File: src/rtl/lsu_pkg.sv
// Shared encodings for the load/store unit: access sizes, FSM states and byte-lane masks.
package lsu_pkg;

   localparam logic [1:0] SZ_BYTE = 2'd0;
   localparam logic [1:0] SZ_HALF = 2'd1;
   localparam logic [1:0] SZ_WORD = 2'd2;

   typedef enum logic [2:0] {
      ST_IDLE,
      ST_RD,
      ST_CAP,
      ST_WR,
      ST_RESP
   } state_t;

   // Size 3 is reserved and behaves exactly like a word access.
   function automatic logic [3:0] laneMask(input logic [1:0] size, input logic [1:0] addr);
      logic [3:0] mask;
      case (size)
         SZ_BYTE: mask = 4'b0001 << addr;
         SZ_HALF: mask = addr[1] ? 4'b1100 : 4'b0011;
         default: mask = 4'b1111;
      endcase
      return mask;
   endfunction

   function automatic logic isMisaligned(input logic [1:0] size, input logic [1:0] addr);
      logic bad;
      case (size)
         SZ_BYTE: bad = 1'b0;
         SZ_HALF: bad = addr[0];
         default: bad = (addr != 2'b00);
      endcase
      return bad;
   endfunction

endpackage

File: src/rtl/lsu_lane_align.sv
// Combinational lane logic: extracts/extends a load lane and merges store data into a read word.
module lsu_lane_align
   import lsu_pkg::*;
(
   input  logic [31:0] word_i,
   input  logic [1:0]  addr_i,
   input  logic [1:0]  size_i,
   input  logic        unsigned_i,
   input  logic [31:0] wdata_i,
   output logic [31:0] load_o,
   output logic [31:0] merge_o
);

   logic [7:0]  byteSel;
   logic [15:0] halfSel;
   logic [31:0] repl;
   logic [3:0]  mask;
   logic        signBit;

   always_comb begin
      case (addr_i)
         2'd0:    byteSel = word_i[7:0];
         2'd1:    byteSel = word_i[15:8];
         2'd2:    byteSel = word_i[23:16];
         default: byteSel = word_i[31:24];
      endcase
      halfSel = addr_i[1] ? word_i[31:16] : word_i[15:0];
      mask    = laneMask(size_i, addr_i);
      signBit = 1'b0;
      load_o  = word_i;
      repl    = wdata_i;
      // Store data is replicated across every lane so the mask alone picks the destination.
      case (size_i)
         SZ_BYTE: begin
            signBit = ~unsigned_i & byteSel[7];
            load_o  = {{24{signBit}}, byteSel};
            repl    = {4{wdata_i[7:0]}};
         end
         SZ_HALF: begin
            signBit = ~unsigned_i & halfSel[15];
            load_o  = {{16{signBit}}, halfSel};
            repl    = {2{wdata_i[15:0]}};
         end
         default: begin
            load_o = word_i;
            repl   = wdata_i;
         end
      endcase
      merge_o = word_i;
      for (int i = 0; i < 4; i++) begin
         merge_o[8*i +: 8] = mask[i] ? repl[8*i +: 8] : word_i[8*i +: 8];
      end
   end

endmodule

File: src/rtl/lsu_rmw.sv
// Load/store unit in front of d_memory: word-wide reads, lane extraction, read-modify-write for sub-word stores.
// Optional misalignment checking is enabled by defining LSU_MISALIGN_CHK_EN.
module lsu_rmw
   import lsu_pkg::*;
#(
   parameter int ADDR_WIDTH = 32,
   parameter int DATA_WIDTH = 32
) (
   input  logic                  clk,
   input  logic                  reset_n,
   input  logic                  req_valid,
   output logic                  req_ready,
   input  logic                  req_we,
   input  logic [1:0]            req_size,
   input  logic                  req_unsigned,
   input  logic [ADDR_WIDTH-1:0] req_addr,
   input  logic [DATA_WIDTH-1:0] req_wdata,
   output logic                  resp_valid,
   output logic [DATA_WIDTH-1:0] resp_rdata,
   output logic                  resp_err,
   output logic                  mem_read,
   output logic                  mem_write,
   output logic [ADDR_WIDTH-1:0] mem_addr,
   output logic [DATA_WIDTH-1:0] mem_wdata,
   input  logic [DATA_WIDTH-1:0] mem_rdata
);

   state_t                state_q, state_d;
   logic                  we_q, we_d;
   logic [1:0]            size_q, size_d;
   logic                  unsigned_q, unsigned_d;
   logic [1:0]            lane_q, lane_d;
   logic [DATA_WIDTH-1:0] wdata_q, wdata_d;
   logic                  req_ready_q, req_ready_d;
   logic                  resp_valid_q, resp_valid_d;
   logic [DATA_WIDTH-1:0] resp_rdata_q, resp_rdata_d;
   logic                  resp_err_q, resp_err_d;
   logic                  mem_read_q, mem_read_d;
   logic                  mem_write_q, mem_write_d;
   logic [ADDR_WIDTH-1:0] mem_addr_q, mem_addr_d;
   logic [DATA_WIDTH-1:0] mem_wdata_q, mem_wdata_d;

   logic [DATA_WIDTH-1:0] loadWord;
   logic [DATA_WIDTH-1:0] mergeWord;

   lsu_lane_align u_align (
      .word_i     (mem_rdata),
      .addr_i     (lane_q),
      .size_i     (size_q),
      .unsigned_i (unsigned_q),
      .wdata_i    (wdata_q),
      .load_o     (loadWord),
      .merge_o    (mergeWord)
   );

   always_comb begin
      state_d      = state_q;
      we_d         = we_q;
      size_d       = size_q;
      unsigned_d   = unsigned_q;
      lane_d       = lane_q;
      wdata_d      = wdata_q;
      req_ready_d  = req_ready_q;
      resp_valid_d = 1'b0;
      resp_rdata_d = resp_rdata_q;
      resp_err_d   = resp_err_q;
      mem_read_d   = 1'b0;
      mem_write_d  = 1'b0;
      mem_addr_d   = mem_addr_q;
      mem_wdata_d  = mem_wdata_q;
      case (state_q)
         ST_IDLE: begin
            if (req_valid && req_ready_q) begin
               we_d         = req_we;
               size_d       = req_size;
               unsigned_d   = req_unsigned;
               lane_d       = req_addr[1:0];
               wdata_d      = req_wdata;
               req_ready_d  = 1'b0;
               resp_rdata_d = '0;
               resp_err_d   = 1'b0;
               mem_addr_d   = {req_addr[ADDR_WIDTH-1:2], 2'b00};
`ifdef LSU_MISALIGN_CHK_EN
               if (isMisaligned(req_size, req_addr[1:0])) begin
                  state_d      = ST_RESP;
                  resp_valid_d = 1'b1;
                  resp_err_d   = 1'b1;
               end else
`endif
               // Full-word stores skip the read phase entirely.
               if (req_we && req_size[1]) begin
                  state_d     = ST_WR;
                  mem_write_d = 1'b1;
                  mem_wdata_d = req_wdata;
               end else begin
                  state_d    = ST_RD;
                  mem_read_d = 1'b1;
               end
            end
         end
         ST_RD: begin
            state_d = ST_CAP;
         end
         ST_CAP: begin
            if (we_q) begin
               state_d     = ST_WR;
               mem_write_d = 1'b1;
               mem_wdata_d = mergeWord;
            end else begin
               state_d      = ST_RESP;
               resp_valid_d = 1'b1;
               resp_rdata_d = loadWord;
            end
         end
         ST_WR: begin
            state_d      = ST_RESP;
            resp_valid_d = 1'b1;
            resp_rdata_d = '0;
         end
         ST_RESP: begin
            state_d      = ST_IDLE;
            req_ready_d  = 1'b1;
            resp_rdata_d = '0;
            resp_err_d   = 1'b0;
         end
         default: begin
            state_d     = ST_IDLE;
            req_ready_d = 1'b1;
         end
      endcase
   end

   // Asynchronous reset drops any in-flight write on the spot.
   always_ff @(posedge clk or negedge reset_n) begin
      if (!reset_n) begin
         state_q      <= ST_IDLE;
         we_q         <= 1'b0;
         size_q       <= SZ_BYTE;
         unsigned_q   <= 1'b0;
         lane_q       <= 2'b00;
         wdata_q      <= '0;
         req_ready_q  <= 1'b1;
         resp_valid_q <= 1'b0;
         resp_rdata_q <= '0;
         resp_err_q   <= 1'b0;
         mem_read_q   <= 1'b0;
         mem_write_q  <= 1'b0;
         mem_addr_q   <= '0;
         mem_wdata_q  <= '0;
      end else begin
         state_q      <= state_d;
         we_q         <= we_d;
         size_q       <= size_d;
         unsigned_q   <= unsigned_d;
         lane_q       <= lane_d;
         wdata_q      <= wdata_d;
         req_ready_q  <= req_ready_d;
         resp_valid_q <= resp_valid_d;
         resp_rdata_q <= resp_rdata_d;
         resp_err_q   <= resp_err_d;
         mem_read_q   <= mem_read_d;
         mem_write_q  <= mem_write_d;
         mem_addr_q   <= mem_addr_d;
         mem_wdata_q  <= mem_wdata_d;
      end
   end

   assign req_ready  = req_ready_q;
   assign resp_valid = resp_valid_q;
   assign resp_rdata = resp_rdata_q;
   assign resp_err   = resp_err_q;
   assign mem_read   = mem_read_q;
   assign mem_write  = mem_write_q;
   assign mem_addr   = mem_addr_q;
   assign mem_wdata  = mem_wdata_q;

endmodule

File: config.mk
export PLATFORM = sky130hd
export DESIGN_NAME = lsu_rmw
export DESIGN_NICKNAME = d
export VERILOG_FILES = /design/src/rtl/lsu_pkg.sv /design/src/rtl/lsu_lane_align.sv /design/src/rtl/lsu_rmw.sv
export SDC_FILE = /design/constraint.sdc
export NUM_CORES = 1
export LEC_CHECK = 0
export CAP_MARGIN = 20
export CORE_MARGIN = 10
export CORE_UTILIZATION = 40
export CTS_BUF_LIST = sky130_fd_sc_hd__clkbuf_8
export DETAILED_ROUTE_END_ITERATION = 7
export DONT_BUFFER_PORTS = 1
export PLACE_DENSITY_LB_ADDON = 0.08
export SETUP_SLACK_MARGIN = 0.5
export SLEW_MARGIN = 10
export SYNTH_ARGS = -nofsm -noshare
export SYNTH_HDL_FRONTEND = slang
export SYNTH_SLANG_ARGS = --single-unit
File: constraint.sdc
create_clock -name clk -period 2.1 [get_ports clk]
set_input_delay 0.525 -clock clk [delete_from_list [all_inputs] [get_ports clk]]
set_output_delay 0.525 -clock clk [all_outputs]
set_load 0.01 [all_outputs]
# Yosys cells after proc, flatten, opt, wreduce, memory -nomap -nowiden
# Cells that the tools add are included.
# op_classes
addsub,0
mul,0
n_div,0
order_cmp,0
eq_ne,11
shift,1
muxes,33
bitwise,4
n_reduce_logical,15
# op_table
op,n
$pmux W32 S2,3
$mux W32,5
$pmux W32 S3,1
$mux W8,4
$pmux W8 S3,1
$mux W16,1
$pmux W3 S4,1
$mux W1,8
$ne A2 B2 Y1 const B,4
$pmux W1 S2,4
$pmux W4 S2,1
$eq A3 B2 Y1 const B,2
$mux W3,2
$reduce_and A2 Y1,3
$eq A2 B1 Y1 const B,2
$logic_not A2 Y1,2
$mux W4,1
$reduce_and A4 Y1,1
$reduce_bool A2 Y1,2
$shl A1 B2 Y4 const A,1
$eq A3 B1 Y1 const B,1
$eq A3 B3 Y1 const B,1
$logic_not A3 Y1,1
$reduce_and A3 Y1,1
other kinds (8),11
# word_totals
register_bits,140
latchBits,0
ram_bits,0
rom_bits,0
memories,0

# Longest topological paths before layout
# logic_depth
depth_word,6
ltp_mapped,8

# Cells and area by module
# Synthesis repeated with hierarchy kept, for this count alone.
# hier_totals
hier_cells,554
hier_area_um2,7549.7
# by_module_without_submodules
mod,instances,cells_per_inst,area_each_um2,seq_area_each_um2
lsu_rmw,1,348,5931.9,3479.6
lsu_lane_align,1,206,1617.8,0.0

# Least setup slack after synthesis
# Ideal clock, no wire load.
# synth_path
kind,input-to-reg
startpoint,input mem_rdata[23]
endpoint,"register resp_rdata_q[21], in the netlist resp_rdata[21]"
setup_ns,0.126
t_arrival_ns,1.611
required_time_ns,1.974
path_slack_ns,0.363
path_stages,5
cell_sequence,mux2_4 > a22oi_4 > a2111oi_4 > buf_6 > a221o_1
# synth_between
elab_chain_cells,5
# synth_lines
item,line_no,rtl
"start, declared",lsu_rmw.sv:25,input logic [DATA_WIDTH-1:0] mem_rdata
$pmux W8 S3,lsu_lane_align.sv:21,case (addr_i)
$and A1 B1 Y1,lsu_lane_align.sv:35,signBit = ~unsigned_i & byteSel[7];
$pmux W32 S2,lsu_lane_align.sv:33,case (size_i)
$mux W32,lsu_rmw.sv:105,if (we_q) begin
$pmux W32 S3,lsu_rmw.sv:71,case (state_q)
"end signal, assigned",lsu_rmw.sv:159,resp_rdata_q <= resp_rdata_d;
"end, declared",lsu_rmw.sv:36,"logic [DATA_WIDTH-1:0] resp_rdata_q, resp_rdata_d;"
# Every way passes these cells. The select of a mux whose other input is x is not followed.
# A chain may end at the register's enable or synchronous reset.

# Worst setup path in the final report
# layout_path
startpoint,"register req_ready_q, in the netlist req_ready"
endpoint,register wdata_q[30]
# layout_between
elab_chain_cells,2
# layout_lines
item,line_no,rtl
"start, declared",lsu_rmw.sv:34,"logic req_ready_q, req_ready_d;"
"start signal, assigned",lsu_rmw.sv:157,req_ready_q <= req_ready_d;
$logic_and A1 B1 Y1,lsu_rmw.sv:73,if (req_valid && req_ready_q) begin
$reduce_and A2 Y1 (no source line),-,
"end signal, assigned",lsu_rmw.sv:156,wdata_q <= wdata_d;
"end, declared",lsu_rmw.sv:33,"logic [DATA_WIDTH-1:0] wdata_q, wdata_d;"
# Every way passes these cells.

==> results.cfg <==
[floorplanning]
initial_core_util_pct = 40.8
fp.dieH_um = 150
io_pins = 204
die_area_um2 = 22600
die_w_um = 150
fp.coreArea_um2 = 16600
num_rows = 47

[critical_path]
end_kind = flop
cp.depth = 5
crit_chain = nand3b_1 > nor3_4 > buf_12 > buf_12 > mux2_2
worstRegToRegCells = 5
path_delay_family = flip-flops
cpMostUsedCell = buf_12
arrival_ns = 2.16
crit_path_max_incr_delay_ns = 0.60
cp-start-kind = flop
crit_buf_inv = 2
worst-path-max-fanout = 19
crit_required_ns = 2.43
criticalPathCategory = reg -> reg
cp_slowest_cell = dfstp_2

[layout]
final_util_pct = 49.4
fin_nets = 703
diodes = 0
fin_cells = 832
fill_cells = 1522
drive_gt1_share_pct = 39.1
syn2layout_area_growth_pct = 20.9

[timing]
fin_skew_ns = 0.0106
fin_setup_tns_ns = 0
fin_ws_ns = 0.267
hold_viol_final = 139
rsz0062_at_grt = yes
whs_ns = -0.235
fin_crit_ns = 1.83
period_share_pct = 87.3
slew_viol_final = 0
fmax_mhz = 546
final-setup-viol-count = 0

[grt]
grt_util_met1_pct = 23.4
busiest_layer = met2
grt_pass1_wl_mm = 33.2
grt.overflow.total = 0
met3_usage_pct = 10.1
grt_max_degree = 140
met2_usage_pct = 31.0
antenna_found_initial = 0
grt_use_total_pct = 19.7
grt_pass1_vias = 5104

[synthesis]
synth_cells = 571
synth_cell_type_count = 54
async_flop_share_pct = 100
ys.warnings.count = 0
synth_ff_type = dfrtp_1
syn_avg_cell_area_um2 = 11.9
synth_edf_count = 0
synth_area_um2 = 6800
seq_area_frac_synth_pct = 51.2
ys_ff_latch = 139

[placement]
pre_cts_ws_ns = 0.122
place_congestion = 0.869
dp_hpwl_mm = 16.2
io_buffers = 0
dp.cells = 775

[route]
drt_iter0_drc = 368
detail_route.wl_per_cell_um = 27.8
via_per_inst = 5.96
drc = 0
drt-pass1-iter-count = 8
finalWirelength_mm = 23.1
ant_nets = 0
vias = 4956

[status]
status = complete, but fails checks
violations = hold timing

[clock_tree]
clock-sinks = 139
root_buffer = clkbuf_8
clockBufferDepth = 2
clkTransAtPathRegs_ns = 0.08
clock_latency_ns = 0.45
cts_buffers = 17
cts_tree = done
cts-htree-levels = 4

[power_and_ir_drop]
peakVddDrop_mv = 0.644
power_per_cell_area_nw_per_um2 = 1710
p_leak_nw = 3.45

[run]
cap_viol_max_count = 0

[min_path]
min_path_type = in -> async
==> cells by family after synthesis <==
| group | Yosys count | share of synthesized area, % |
|---|---|---|
| DFF | 139 | 51.2 |
| AOI/OAI and AO/OA | 133 | 14.9 |
| muxes | 132 | 21.3 |
| and+or+nand+nor | 114 | 8.64 |
| buffers and inverters | 52 | 3.88 |
| other | 1 | 0.0552 |
==> layout by cell type (no fill, tap or decap), types with 7 or more instances in the layout <==
cell type	count
mux2_2	79
dfrtp_2	7
buf_4	35
o21ai_0	7
a21oi_1	11
nand3_2	19
clkbuf_8	17
dfrtp_1	131
o21ai_2	14
mux2_4	11
o21ai_1	11
mux2i_1	36
nand2b_1	8
buf_12	10
a211oi_1	9
a32o_1	8
nand3_1	7
a221o_1	18
o31ai_1	8
o211ai_1	25
nand2_1	46
==> power breakdown <==
part           switching [mW]  internal (mW)  leakage (nW)  total, mW
logic                    3.03           3.28          1.54       6.31
clock network            1.04           1.27         0.206       2.31
registers                1.48           3.92          1.71       5.40
==> worst register-to-register path: stages, from the launching register on <==
cell and delay, ns:
dfstp_2 0.60, nand3b_1 0.19, nor3_4 0.22, buf_12 0.18
buf_12 0.17, mux2_2 0.35
==> registers in the layout (all words and copies together), names as in the netlist <==
register    count
req_ready       1
mem_read        1
lane_q          2
mem_wdata      32
mem_write       1
wdata_q        32
state_q         3
we_q            1
unsigned_q      1
resp_rdata     32
size_q          2
resp_valid      1
mem_addr       30
==> per-layer routing <==
layer	wire length, um	part of all wire (%)
met5	0	0
met4	206	0.89
met3	2880	12
met2	11200	48
met1	8840	38
==> layout make-up <==
type                       instances  area, um2  area share [%]
timing repair buffer              57        679            8.27
tap                              220        275            3.35
clock inverter                    14        181            2.21
inverter                           3       26.3           0.320
clock buffer                      17        234            2.85
sequential                       139       3490            42.5
multi-input combinational        382       3330            40.6
==> cells in the mapped netlist (2+ instances only) <==
library cell	count	area (um2)
a211oi_1	9	67.6
a21oi_1	11	55.1
a221o_1	18	180
a222oi_1	5	50.1
a22o_1	5	43.8
a32o_1	8	80.1
buf_1	2	7.51
buf_2	21	105
buf_4	7	52.6
buf_6	2	22.5
clkbuf_1	16	60.1
dfrtp_1	138	3450
mux2_1	7	78.8
mux2_2	85	957
mux2_4	2	30.0
mux2i_1	38	380
nand2_1	46	173
nand2b_1	10	62.6
nand3_1	26	130
nor2_1	9	33.8
nor2b_1	7	43.8
nor3b_1	3	22.5
o211ai_1	25	188
o21a_1	3	22.5
o21ai_0	25	125
o21ai_1	7	35.0
o22ai_1	2	12.5
o31ai_1	8	60.1
==> final timing paths <==
kind | from | slack [ns] | to
max | req_ready$_DFFE_PN1P_ | 0.27 | wdata_q[30]$_DFFE_PN0P_
min | reset_n | -0.24 | mem_wdata[5]$_DFFE_PN0P_
max reg2reg | req_ready$_DFFE_PN1P_ | 0.27 | wdata_q[30]$_DFFE_PN0P_
min reg2reg | wdata_q[19]$_DFFE_PN0P_ | 0.51 | wdata_q[19]$_DFFE_PN0P_
max in group asynchronous | reset_n | 2.08 | req_ready$_DFFE_PN1P_
min in group clk | req_addr[10] | 0.21 | mem_addr[10]$_DFFE_PN0P_
==> metrics by stage <==
step	power, mW	cell area (um2)
after CTS	13.5	7830
after floorplan	9.15	6910
final	14.0	8220
after detailed placement	10.7	7180
after global placement	10.5	7180
after global routing	14.9	8220
==> repair_timing <==
action / 4_1_cts / 5_1_grt
cloned: 2 / 4
setup endpoints to repair: 135 / 133
buffers inserted: 10 / 10
hold endpoints to repair: 139 / 139
pin swaps: 13 / 47
resized for setup: 35 / 57
Note: power is estimated with default switching activity, not from simulation.
